==> config.mk <==
export PLATFORM = sky130hd
export DESIGN_NAME = seq_multiplier_flat
export DESIGN_NICKNAME = d
export VERILOG_FILES = /design/src/rtl/seq_multiplier_pkg.sv /design/src/rtl/seq_multiplier_if.sv /design/src/rtl/seq_mult_datapath.sv /design/src/rtl/seq_multiplier.sv /design/src/flat_wrapper.sv
export SDC_FILE = /design/constraint.sdc
export NUM_CORES = 1
export LEC_CHECK = 0
export CORE_MARGIN = 2
export CORE_UTILIZATION = 35
export CTS_CLUSTER_SIZE = 25
export DETAILED_ROUTE_END_ITERATION = 7
export PLACE_DENSITY = 0.6
export SETUP_SLACK_MARGIN = 0.1
export SYNTH_ARGS = -nofsm -noshare
export SYNTH_HDL_FRONTEND = slang
export SYNTH_HIERARCHICAL = 1
export SYNTH_SLANG_ARGS = --single-unit
==> constraint.sdc <==
create_clock -name clk -period 5.05 [get_ports clk]
set_input_delay 1.515 -clock clk [delete_from_list [all_inputs] [get_ports clk]]
set_output_delay 1.515 -clock clk [all_outputs]
set_load 0.1 [all_outputs]
==> src/rtl/seq_multiplier_pkg.sv <==
// Shared types and constants for the sequential shift-and-add multiplier.
// The FSM state type is also used by the debug state output.
package seq_multiplier_pkg;

    localparam int DEFAULT_WIDTH = 4;
    localparam int DEFAULT_CNT_W = $clog2(DEFAULT_WIDTH + 1);

    typedef enum logic [1:0] {
        IDLE = 2'd0,
        RUN  = 2'd1,
        DONE = 2'd2
    } state_t;

    function automatic int cnt_width(input int width);
        return $clog2(width + 1);
    endfunction

endpackage

==> src/rtl/seq_multiplier_if.sv <==
// Start/done bus between a controller (master) and the multiplier (slave).
// Handshake: start is taken only while the multiplier is idle. Operands are captured on that
// edge, and done pulses for exactly one cycle when product holds the new result.
interface seq_multiplier_if
    import seq_multiplier_pkg::*;
#(
    parameter int WIDTH = DEFAULT_WIDTH
) ();

    logic                 start;
    logic [WIDTH-1:0]     multiplicand;
    logic [WIDTH-1:0]     multiplier;
    logic [2*WIDTH-1:0]   product;
    logic                 done;

    modport master (
        output start, multiplicand, multiplier,
        input  product, done
    );

    modport slave (
        input  start, multiplicand, multiplier,
        output product, done
    );

endinterface

==> src/rtl/seq_mult_datapath.sv <==
// Shift registers, accumulator, single adder and iteration counter for the multiplier.
// load primes the registers; each step performs one shift-and-add iteration.
module seq_mult_datapath
    import seq_multiplier_pkg::*;
#(
    parameter int WIDTH = DEFAULT_WIDTH
) (
    input  logic                 clk,
    input  logic                 reset,
    input  logic                 load,
    input  logic                 step,
    input  logic [WIDTH-1:0]     a,
    input  logic [WIDTH-1:0]     b,
    output logic [2*WIDTH-1:0]   sum,
    output logic                 last
);

    localparam int CW = cnt_width(WIDTH);

    logic [2*WIDTH-1:0] mcand;
    logic [2*WIDTH-1:0] acc;
    logic [WIDTH-1:0]   mlier;
    logic [CW-1:0]      cnt;

    // sum is the accumulator after the current iteration, so the final product can be
    // captured on the same edge as the last add.
    assign sum  = acc + (mlier[0] ? mcand : '0);
    assign last = (cnt == CW'(WIDTH - 1));

    always_ff @(posedge clk) begin
        if (!reset) begin
            mcand <= '0;
            mlier <= '0;
            acc   <= '0;
            cnt   <= '0;
        end else if (load) begin
            mcand <= {{WIDTH{1'b0}}, a};
            mlier <= b;
            acc   <= '0;
            cnt   <= '0;
        end else if (step) begin
            acc   <= sum;
            mcand <= mcand << 1;
            mlier <= mlier >> 1;
            cnt   <= cnt + CW'(1);
        end
    end

endmodule

==> src/rtl/seq_multiplier.sv <==
// Unsigned sequential multiplier: IDLE/RUN/DONE control, product register and done decode.
// Fixed latency of WIDTH iterations; start outside IDLE is ignored.
module seq_multiplier
    import seq_multiplier_pkg::*;
#(
    parameter int WIDTH = DEFAULT_WIDTH
) (
    input  logic            clk,
    input  logic            reset,
    seq_multiplier_if.slave bus,
    output state_t          dbg_state
);

    state_t             state_q;
    state_t             state_d;
    logic               load;
    logic               step;
    logic               last;
    logic [2*WIDTH-1:0] sum;

    seq_mult_datapath #(.WIDTH(WIDTH)) u_datapath (
        .clk   (clk),
        .reset (reset),
        .load  (load),
        .step  (step),
        .a     (bus.multiplicand),
        .b     (bus.multiplier),
        .sum   (sum),
        .last  (last)
    );

    always_ff @(posedge clk) begin
        if (!reset) begin
            state_q <= IDLE;
        end else begin
            state_q <= state_d;
        end
    end

    always_comb begin
        state_d = state_q;
        load    = 1'b0;
        step    = 1'b0;
        case (state_q)
            IDLE: begin
                if (bus.start) begin
                    load    = 1'b1;
                    state_d = RUN;
                end
            end
            RUN: begin
                step = 1'b1;
                if (last) begin
                    state_d = DONE;
                end
            end
            DONE: begin
                state_d = IDLE;
            end
            default: begin
                state_d = IDLE;
            end
        endcase
    end

    // product only moves at completion, so the previous result stays visible during a run.
    always_ff @(posedge clk) begin
        if (!reset) begin
            bus.product <= '0;
        end else if (state_q == RUN && last) begin
            bus.product <= sum;
        end
    end

    assign bus.done  = (state_q == DONE);
    assign dbg_state = state_q;

endmodule

==> src/flat_wrapper.sv <==
// flat-port wrapper written by rule: the top's interface ports become plain ports
module seq_multiplier_flat import seq_multiplier_pkg::*;
#(
    parameter int WIDTH = DEFAULT_WIDTH
)
  (clk, reset, dbg_state, bus_start, bus_multiplicand, bus_multiplier, bus_product, bus_done);
  seq_multiplier_if #(.WIDTH(WIDTH)) bus_i ();
  input  logic clk;
  input  logic reset;
  output state_t dbg_state;
  input wire logic [$bits(bus_i.start)-1:0] bus_start;
  input wire logic [$bits(bus_i.multiplicand)-1:0] bus_multiplicand;
  input wire logic [$bits(bus_i.multiplier)-1:0] bus_multiplier;
  output wire logic [$bits(bus_i.product)-1:0] bus_product;
  output wire logic [$bits(bus_i.done)-1:0] bus_done;
  assign bus_i.start = bus_start;
  assign bus_i.multiplicand = bus_multiplicand;
  assign bus_i.multiplier = bus_multiplier;
  assign bus_product = bus_i.product;
  assign bus_done = bus_i.done;
  seq_multiplier #(.WIDTH(WIDTH)) u_core (.clk(clk), .reset(reset), .bus(bus_i), .dbg_state(dbg_state));
endmodule
* After elaboration in Yosys (flattened, before gate mapping)
Index checks and enable logic that the tools add are counted.
Operators by class: add/subtract/negate cells 2, eq/ne operators 5, muxes and demuxes 11, bitwise logic cells 1, reductions and logical operators 5
Operator list (count):
- two-way mux 4 bit | 4
- adder 8 bit | 1
- two-way mux 8 bit | 1
- two-way mux 2 bit | 2
- one-hot mux 2 bit (2 select lines) | 1
- adder 3 x 1 -> 3 bit (second input constant) | 1
- equality test 3 x 2 -> 1 bit (second input constant) | 1
- two-way mux 1 bit | 3
- equality test 2 x 1 -> 1 bit (second input constant) | 1
- equality test 2 bit (second input constant) | 1
- zero test 2 bit | 1
- != test 2 x 1 -> 1 bit (second input constant) | 1
- != test 2 bit (second input constant) | 1
- AND reduction 2 bit | 1
- nonzero test 2 bit | 1
- OR reduction 2 bit | 1
- logical AND 1 bit | 1
- NOT 1 bit | 1
Storage, ports and cells: flip-flop bits (word level) 33, input bits 11, output and inout port bits 11, logic and storage cells 31

* Logic depth before layout (Yosys ltp)
word-level depth 4, gate-level depth with buffers 11, mapped depth without buffers 11

* Hierarchy
The synthesis kept the hierarchy.
Modules (own cells, without submodules):
- seq_mult_datapath | times used 1, cells an instance 155, area an instance 1371.3 sq um, seq. area each 460.4 sq um
- seq_multiplier | times used 1, cells an instance 46, area an instance 424.2 sq um, seq. area each 200.2 sq um

* Worst setup path before layout
OpenSTA, ideal clock, no wires.
kind register to output, start point register u_core.state_q[1] (netlist: u_core/dbg_state[1]), end point output port bus_done, arrival 2.423 ns, data required time 3.535 ns, path slack 1.112 ns, stages on the path, launching flop included 2, buffers on the path 0, path through dfxtp_1 nor2b_1
On the way: longest elaborated chain between the ends 1
Ends and longest elaborated chain:
- start, declared | line seq_multiplier.sv:14 | state_t state_q;
- start signal, assigned | line seq_multiplier.sv:36 | state_q <= state_d;
- equality test 2 bit | line seq_multiplier.sv:75 | assign bus.done = (state_q == DONE);
- end, declared | line flat_wrapper.sv:15 | output wire logic [$bits(bus_i.done)-1:0] bus_done;
No other way between the ends.

* Final worst setup path
Same ends and word-level chain as after synthesis.

==> implementation parameters <==
Parameter                              Value

Routing
  Routed vias ... between 1000 and 1500
  Remaining design rule violation count ... 0
  Detail Route met3 WL ... ~120 microns
  Overall routed net length ... 3.24 mm
  Iteration-0 DRC count of the detailed router ... 68
  Detailed-routing wirelength on met1 ... about 1.7 mm
  ANT nets after route ... 0
  DR vias/cell ... 4.59
  Pre-antenna DRT Iters ... 4
  Routed wire per std cell ... 11.0 microns
  Met2 wire length ... 1.35 mm
  Max layer used ... met4

Yosys
  Number of unique standard cell types used by synthesis ... 39
  Post-synthesis sequential area ratio ... 0.368
  Top cell type's share of synthesized area ... 0.368
  Average size of a mapped cell ... 8.93 sq um
  Count of yosys warnings during synthesis ... 6
  Post-synthesis cell type with the largest combined area ... dfxtp_1
  Commonest register cell after synthesis ... dfxtp_1
  Top cells by area in the synthesized netlist ... dfxtp_1 37%, mux2i_1 12%, ha_1 6.3%
  Synth Cell Area ... 1800 sq um
  Post-Syn Nets ... ~220
  Post-synth EDFFs ... 0
  Post-synthesis sequential element count ... 33
  Post-synth ARST share ... 0
  Mapped Cells ... 201

Critical path
  Maximum fanout count along the critical path ... 6
  Sequence of cells on the critical path ... nor2b_1 -> clkdlybuf4s50_1
  CP delay by family, top ... buffers and inverters
  Number of cell instances on the worst register-to-register path ... 11
  Peak per-stage delay on the critical path ... 1.13 ns
  Master of the slowest instance on the critical path ... clkdlybuf4s50_1
  CP bufs+invs ... 1
  Critical path class ... reg2out
  Required time of the critical path ... 3.54 ns
  Reg2reg start ... u_core/u_datapath/mlier[0]$_SDFFE_PN0P_
  Logic depth of the worst setup path including buffers ... 2
  Worst EP arrival ... a little under 2 ns
  Critical path capture point type ... primary output
  Critical Path Start Type ... flop
  Origin of the worst setup path ... u_core/dbg_state[1]$_SDFFE_PN0P_

Global route
  Overall routing resource usage ... 0.131
  GR Overflow Total ... 0
  Pin count of the biggest net entering global routing ... 29
  Wire length of the first global-routing pass ... 5.67 mm
  Vias in the first global route ... 1268
  Initial antenna violation count ... 0

Clock network
  Post-CTS Setup Inserts ... 0
  Total number of H-tree levels ... 2
  Cells resized by post-CTS repair ... 0
  Latest clock arrival within the worst-skew pair ... 0.28 ns
  CTS Buf Count ... 5
  Deepest clock path buffer count ... 2
  Clock Pin Slew Worst Setup and Hold Paths ... ~0.06 ns
  Root cell of the clock tree ... clkbuf_8
  Number of clock sinks ... 33
  CTS tree ... done
  Count of hold-fix buffers inserted at cts ... 0

Final layout
  Finished layout cell area ... 2160 sq um
  Antenna diode instance count ... 0
  Final core occ ... 0.428
  Post-Layout Cell Count ... 294
  Final net count ... 244
  Area taken by flip-flops and latches ... 661 sq um
  Most common library cell in the layout ignoring fill and taps ... dfxtp_1
  Most frequent cells in the layout ... 33 x dfxtp_1, 29 x nand2_1, 22 x mux2i_1
  Total of fill cells in the finished design ... about 520
  Area of combinational cells with multiple inputs ... 1040 sq um
  Layout Area Growth over Synthesis ... 20.2%
  Fraction of layout instances using a drive strength above 1 ... 0.0848

STA
  Unrepaired setup endpoints after global routing ... false
  Portion of the clock cycle consumed by the worst path in the final layout ... 0.689
  Pin slew with the least headroom to its limit ... a little under 1 ns
  Total count of max-transition violations in the final report ... 0
  Accumulated negative setup slack ... 0 ns
  Hold Vio Cnt, Final ... 0
  Setup violation total in the final timing report ... 0
  Post-route setup slack ... about 1.6 ns
  Clock skew after layout ... 0.00550 ns
  Shortest clock period the worst path allows after layout ... 3.48 ns
  Maximum frequency from static timing analysis ... 0.287 GHz
  Min Hold Slack ... roughly 0.45 ns
  Relative slew margins ... 0.355

Floorplan
  Number of core rows ... 26
  Initial core utilization ... 0.356
  Chip Width ... 75.6 microns
  Number of top-level pins ... 22
  Full die area ... 5720 sq um
  Vertical die dimension ... roughly 76 microns
  Area of the core ... just over 5000 sq um

Power
  Overall power after layout ... roughly 550 uW
  Power per cell area ... between 200 and 300 nW/um^2
  Clock share of power ... 0.394
  Combinational power share ... 0.107
  Part of the power in registers ... 0.499
  Standby leakage power ... 0.806 nW
  Reported net switching power ... roughly 130 uW
  Int Pwr ... between 400 and 500 uW
  Maximum VDD drop ... 0.000118 V
  Switching power share of the total ... 0.238

Placement
  Routability-driven placement congestion ratio ... 0.779
  HPWL reported at the end of detailed placement ... 2.30 mm
  IO buf count ... 21
  Placement-stage worst setup slack ... 1.86 ns
  Post-Place Cells ... 286
  Area after DPL ... 2060 sq um

Outcome
  Status ... complete, no violations

Flow run
  Max cap viols ... 0

Min path
  Hold Path Class ... reg2reg
  Cell depth of the worst min-delay path ... 2
  Worst Min Path Start ... u_core/bus.product[0]$_SDFFE_PN0P_
-- cells in the mapped netlist (2+ instances only) --
cell and n:
dfxtp_1 33, mux2i_1 22, buf_4 2, clkbuf_1 2
o211ai_1 3, inv_1 7, ha_1 9, buf_2 3
nor2_1 16, and2b_1 2, nor3b_1 4, o21ai_0 8
o21ai_1 2, nand2b_1 4, a211oi_1 4, and2_1 13
buf_6 3, xnor2_1 7, nor2b_1 4, a21oi_1 6
nand2_1 29
-- registers in the layout (all words and copies together) (netlist names) --
| name | flops |
|---|---|
| u_core/dbg_state | 2 |
| u_core/u_datapath/acc | 8 |
| u_core/u_datapath/cnt | 3 |
| u_core/bus.product | 8 |
| u_core/u_datapath/mlier | 4 |
| u_core/u_datapath/mcand | 8 |
-- cell type report --
class / instances / share of cell area
clock inverters: 1 / 0.00232
flip-flops and latches: 33 / 0.306
well taps: 70 / 0.0406
inverters: 7 / 0.0122
repair buffers: 25 / 0.111
multi-input cells: 151 / 0.483
clock buffers: 7 / 0.0446
-- power groups by stage --
stage	combinational, mW	clock (mW)	sequential [mW]
3_3_place_gp	0.0585	0	0.278
2_1_floorplan	0.0390	0	0.282
5_1_grt	0.0654	0.235	0.274
4_1_cts	0.0592	0.224	0.273
3_5_place_dp	0.0590	0	0.279
6_report	0.0586	0.215	0.273
-- path summary, 6_finish.rpt --
kind,endpoint,slack (ns)
worst max register to register,u_core/bus.product[6]$_SDFFE_PN0P_,2.79
worst max-delay path,bus_done,1.57
worst min register to register,u_core/bus.product[0]$_SDFFE_PN0P_,0.45
worst min-delay path,u_core/bus.product[0]$_SDFFE_PN0P_,0.45
-- cell families (layout without fill, tap and decap cells) --
logic type | after synthesis | count (layout) | synth area share
AOI/OAI and AO/OA | 33 | 33 | 0.126
xor gates and xnor gates | 7 | 7 | 0.0341
adders and majority gates | 10 | 10 | 0.0739
buffers and inverters | 17 | 40 | 0.0544
DFF | 33 | 33 | 0.368
muxes | 22 | 22 | 0.123
and+or+nand+nor | 79 | 79 | 0.221
-- tightest hold or removal path, cell delays in order, from the launching register on --
cell	delay, ns
dfxtp_1	0.31
nand2_1	0.05
mux2i_1	0.05
-- routing by layer --
layer | up-vias | track usage
li1 | 732 | -
met2 | 26 | 0.205
met1 | 587 | 0.168
met3 | 5 | 0.0278
met4 | 0 | 0.0702
met5 | - | 0
(Power assumes the default switching activity.)
